## config.mk

```make
export PLATFORM = sky130hd
export DESIGN_NAME = spi_slave
export DESIGN_NICKNAME = d
export VERILOG_FILES = /design/src/rtl/spi_slave.sv
export SDC_FILE = /design/constraint.sdc
export NUM_CORES = 1
export LEC_CHECK = 0
export CAP_MARGIN = 20
export CELL_PAD_IN_SITES_DETAIL_PLACEMENT = 0
export CELL_PAD_IN_SITES_GLOBAL_PLACEMENT = 1
export CORE_MARGIN = 1.5
export CORE_UTILIZATION = 46
export CTS_BUF_LIST = sky130_fd_sc_hd__clkbuf_4
export DETAILED_ROUTE_END_ITERATION = 16
export MAX_ROUTING_LAYER = met4
export PLACE_DENSITY = 0.92
export RECOVER_POWER = 100
export SLEW_MARGIN = 30
export SYNTH_ARGS = -nofsm -noshare
export SYNTH_HDL_FRONTEND = slang
export SYNTH_SLANG_ARGS = --single-unit
```

## constraint.sdc

```tcl
create_clock -name clock -period 2.1 [get_ports clock]
set_clock_uncertainty 0.1 [all_clocks]
set_input_delay 0.42 -clock clock [delete_from_list [all_inputs] [get_ports clock]]
set_output_delay 0.42 -clock clock [all_outputs]
set_load 0.05 [all_outputs]
```

## src/rtl/spi_slave.sv

```systemverilog
// SPI mode-0 peripheral: oversampled SCK/SS_n/MOSI, rx holding register, tx buffer with FILL default.
// Optional sticky overrun flag enabled by defining SPI_SLAVE_OVR_EN.
module spi_slave #(
    parameter logic [7:0] FILL = 8'hFF
) (
    input  logic       clock,
    input  logic       reset,
    input  logic       ssn,
    input  logic       sck,
    input  logic       mosi,
    output logic       miso,
    output logic       misoe,
    input  logic [7:0] d,
    input  logic       wr,
    output logic       txrdy,
    output logic [7:0] q,
    output logic       rxrdy,
    input  logic       rd,
    output logic       first,
    output logic       ovr
);

    typedef enum logic [1:0] {WAIT, IDLE, SHIFT} state_t;

    state_t     state;
    logic       ssn_s1, ssn_s2;
    logic       sck_s1, sck_s2, sck_s3;
    logic       mosi_s1, mosi_s2;
    logic [7:0] shift;
    logic [7:0] rxsh;
    logic [2:0] cnt;
    logic       bdone;
    logic       ffirst;
    logic [7:0] txbuf;
    logic       sck_rise, sck_fall;
    logic [7:0] rxbyte;
    logic [7:0] txload;
`ifdef SPI_SLAVE_OVR_EN
    logic       ovr_r;
`endif

    // ssn sync resets low so WAIT only leaves after a genuine deselect
    always_ff @(posedge clock or posedge reset) begin
        if (reset) begin
            ssn_s1  <= 1'b0;
            ssn_s2  <= 1'b0;
            sck_s1  <= 1'b0;
            sck_s2  <= 1'b0;
            sck_s3  <= 1'b0;
            mosi_s1 <= 1'b0;
            mosi_s2 <= 1'b0;
        end else begin
            ssn_s1  <= ssn;
            ssn_s2  <= ssn_s1;
            sck_s1  <= sck;
            sck_s2  <= sck_s1;
            sck_s3  <= sck_s2;
            mosi_s1 <= mosi;
            mosi_s2 <= mosi_s1;
        end
    end

    assign sck_rise = sck_s2 & ~sck_s3;
    assign sck_fall = ~sck_s2 & sck_s3;
    assign rxbyte   = {rxsh[6:0], mosi_s2};
    assign txload   = txrdy ? FILL : txbuf;

    always_ff @(posedge clock or posedge reset) begin
        if (reset) begin
            state  <= WAIT;
            shift  <= FILL;
            rxsh   <= '0;
            cnt    <= '0;
            bdone  <= 1'b0;
            ffirst <= 1'b0;
            txbuf  <= '0;
            txrdy  <= 1'b1;
            q      <= '0;
            rxrdy  <= 1'b0;
            first  <= 1'b0;
            misoe  <= 1'b0;
`ifdef SPI_SLAVE_OVR_EN
            ovr_r  <= 1'b0;
`endif
        end else begin
            if (rd)
                rxrdy <= 1'b0;
`ifdef SPI_SLAVE_OVR_EN
            if (rd && wr)
                ovr_r <= 1'b0;
`endif
            case (state)
                WAIT: begin
                    misoe <= 1'b0;
                    if (ssn_s2)
                        state <= IDLE;
                end
                IDLE: begin
                    misoe <= 1'b0;
                    if (!ssn_s2) begin
                        shift  <= txload;
                        txrdy  <= 1'b1;
                        cnt    <= '0;
                        bdone  <= 1'b0;
                        ffirst <= 1'b1;
                        misoe  <= 1'b1;
                        state  <= SHIFT;
                    end
                end
                SHIFT: begin
                    if (ssn_s2) begin
                        state <= IDLE;
                        misoe <= 1'b0;
                        cnt   <= '0;
                        bdone <= 1'b0;
                    end else if (sck_rise) begin
                        rxsh <= rxbyte;
                        cnt  <= cnt + 3'd1;
                        if (cnt == 3'd7) begin
                            q      <= rxbyte;
                            rxrdy  <= 1'b1;
                            first  <= ffirst;
                            ffirst <= 1'b0;
                            bdone  <= 1'b1;
`ifdef SPI_SLAVE_OVR_EN
                            if (rxrdy && !rd)
                                ovr_r <= 1'b1;
`endif
                        end
                    end else if (sck_fall) begin
                        if (cnt != 3'd0) begin
                            shift <= {shift[6:0], 1'b1};
                        end else if (bdone) begin
                            shift <= txload;
                            txrdy <= 1'b1;
                            bdone <= 1'b0;
                        end
                    end
                end
                default: state <= WAIT;
            endcase
            // evaluated on the pre-load txrdy so a same-clock write is kept for the next byte
            if (wr && txrdy) begin
                txbuf <= d;
                txrdy <= 1'b0;
            end
        end
    end

    assign miso = misoe ? shift[7] : 1'b1;

`ifdef SPI_SLAVE_OVR_EN
    assign ovr = ovr_r;
`else
    assign ovr = 1'b0;
`endif

endmodule

```

==> impl_metrics.tcl, run 1 <==
set metrics [dict create \
    io_pins 29 \
    required_ps 1580 \
    cts_buffers 5 \
    yosys.area.top_type "dfrtp_1" \
    dp.final_hpwl_um 2620 \
    synth_common_cells "dfrtp_1, mux2_2, nor2_1" \
    grt_use_total 0.164 \
    wl_per_cell_um 12.8 \
    area_growth_pct 15.0 \
    fin_crit_ps 2050 \
    slew_headroom 0.580 \
    die-area_mm2 0.00534 \
    synth_flop_cell "dfrtp_1" \
    fin_area_mm2 0.00259 \
    cts_buffer_depth 2 \
    antenna_found_initial 0 \
    max_freq_ghz 0.488 \
    die-width_um 73.1 \
    max_stage_delay_ps 800 \
    tritoncts "done" \
    ys_types 37 \
    rsz0062_at_grt "false" \
    row_count 25 \
    core_area_mm2 0.00472 \
    ys_seq_elements 49 \
    critPathArrivalTime_ps 1530 \
    synth_seq_area_share 0.548 \
    synth_cells 179 \
    layout-drive-gt1-share 0.243 \
    critPathLaunchType "flip-flop" \
    htree_levels 2 \
    grt_pass1_wl_um 6520 \
    critical_path_class "reg2out" \
    yosysWarningCount 0 \
    power.leakage_nw 1.13 \
    worstMarginPinSlew_ps 629 \
    cts_sinks 49 \
    drc_errors 0 \
    cts-root-buf "clkbuf_4" \
    netlist_area_mm2 0.00226 \
    cp_max_fo 2 \
    die_h_um 73.1 \
    async_flop_share 1.00 \
    place_congestion 0.755 \
    drv_slew 0 \
    synth_edf_count 0 \
    vias_per_cell 5.00 \
    slowest_stage "clkdlybuf4s50_1" \
    setup.worst_path.end_class "output pin" \
    grt_start_max_net_pins 27 \
    synth.net_count 202 \
    setup_viol 0 \
    wl_um 3600 \
    hold_viol 0 \
    setup_tns_ps 0 \
    syn_area_per_cell_um2 12.6 \
    cp.buffers_inverters 1 \
    antenna_cells 0 \
    vias 1405 \
    yosysMostFrequentCell "dfrtp_1" \
    p_per_area_mw_per_mm2 1110 \
    ant_nets 0 \
    irDropWorstVdd_v 0.000544 \
    status "finished, final reports clean" \
    initial_core_util 0.478 \
    drt_pass1_iterations 4 \
    yosys.area.top_type_share 0.443 \
    crit_chain "clkdlybuf4s50_1" \
    drv_cap 0 \
    placed_cell_area_mm2 0.00262 \
    grt_overflow 0 \
    design.final.nets 236 \
    drtIter0Drc 41 \
    min_period_over_period 0.975 \
    ys_top_cells_by_area "dfrtp_1, mux2_2, dfstp_2" \
    clkSlewWorstSetupHoldPaths_ps 140 \
    worst_hold_path_type "reg2reg" \
    clock_latency_ps 360 \
    cpLargestDelayFamily "buffers and inverters" \
    fin_total_pwr_w 0.00289 \
    grt_pass1_vias 1423 \
    io_buffers 27 \
]
[power by group]
group / total (W) / leakage [nW] / internal, W / switching, W
clock network: 0.000670 / 0.0558 / 0.000375 / 0.000295
logic: 0.000838 / 0.467 / 0.000379 / 0.000460
registers: 0.00138 / 0.611 / 0.00122 / 0.000160
[final cells by class]
| class | instances | area (um^2) |
|---|---|---|
| clock buffers | 5 | 37.5 |
| well taps | 67 | 83.8 |
| flip-flops and latches | 49 | 1240 |
| repair buffers | 33 | 229 |
| inverters | 10 | 37.5 |
| multi-input cells | 114 | 901 |
| fillers | 423 | 2130 |
| clock inverters | 3 | 68.8 |
[cells by family after synthesis]
group	synth area share
flops	0.548
compound gates	0.0782
other cells	0.00166
buf+inv	0.0360
simple gates	0.100
fa+ha+maj	0.0443
mux	0.191
[worst paths after layout]
path,startpoint,slack (ps),to,cells past startpoint
min,mosi_s1,270,mosi_s2,0
min in group asynchronous,reset,460,txbuf[5],2
max in group asynchronous,reset,420,rxsh[0],3
max reg2reg,state[0],200,cnt[0],5
max,q[6],50,q[6],1
min reg2reg,mosi_s1,270,mosi_s2,0
[metrics by stage]
stage	utilization	hold WS [ps]	setup WS, ps	cells
CTS	0.577	233	9.49	281
floorplan	-	231	349	179
global placement	0.555	235	242	273
finish	0.549	269	52.3	281
detailed placement	0.555	239	207	273
global route	0.549	276	0.0426	281
[repair_timing]
| item | in CTS | in global routing |
|---|---|---|
| setup endpoints to repair | 0 | 10 |
| buffers inserted | 0 | 0 |
| gates resized for setup | 0 | 10 |
| hold buffers | 0 | 0 |
[registers in the layout (all words and copies together), names as in the netlist]
register	flops
q	8
shift	8
txbuf	8
rxsh	7
cnt	3
state	2
bdone	1
ffirst	1
first	1
misoe	1
mosi_s1	1
mosi_s2	1
rxrdy	1
sck_s1	1
sck_s2	1
sck_s3	1
ssn_s1	1
ssn_s2	1
txrdy	1
[placed cells by master (no fill, tap or decap), drive strengths merged, types with 2 or more instances in the layout]
master / n
clkdlybuf4s50: 11
and2b: 2
o2bb2ai: 2
nand3: 8
bufinv: 2
dfstp: 9
mux2: 33
dlygate4sd3: 4
a21oi: 4
nand2: 6
nor2: 15
nand2b: 4
clkbuf: 20
inv: 11
mux2i: 3
ha: 8
dfrtp: 40
buf: 3
o31ai: 3
o21ai: 13
nor3: 2
[per-layer routing]
layer | track usage | share of wire | wire, um
met3 | 0.0331 | 0.026 | 92
met5 | - | 0 | 0
met1 | 0.229 | 0.48 | 1750
met2 | 0.232 | 0.48 | 1710
met4 | 0.0692 | 0.014 | 50
Note: power is estimated with default switching activity, not from simulation.
==> run 2: changes to the inputs <==
--- a/config.mk
+++ b/config.mk
@@ -5,7 +5,7 @@
 export SDC_FILE = /design/constraint.sdc
 export NUM_CORES = 1
 export LEC_CHECK = 0
-export CAP_MARGIN = 20
+export CAP_MARGIN = 40
 export CELL_PAD_IN_SITES_DETAIL_PLACEMENT = 0
 export CELL_PAD_IN_SITES_GLOBAL_PLACEMENT = 1
 export CORE_MARGIN = 1.5
==> results of run 2 <==
The final DEF is identical to that of run 1; final timing and power are the same.
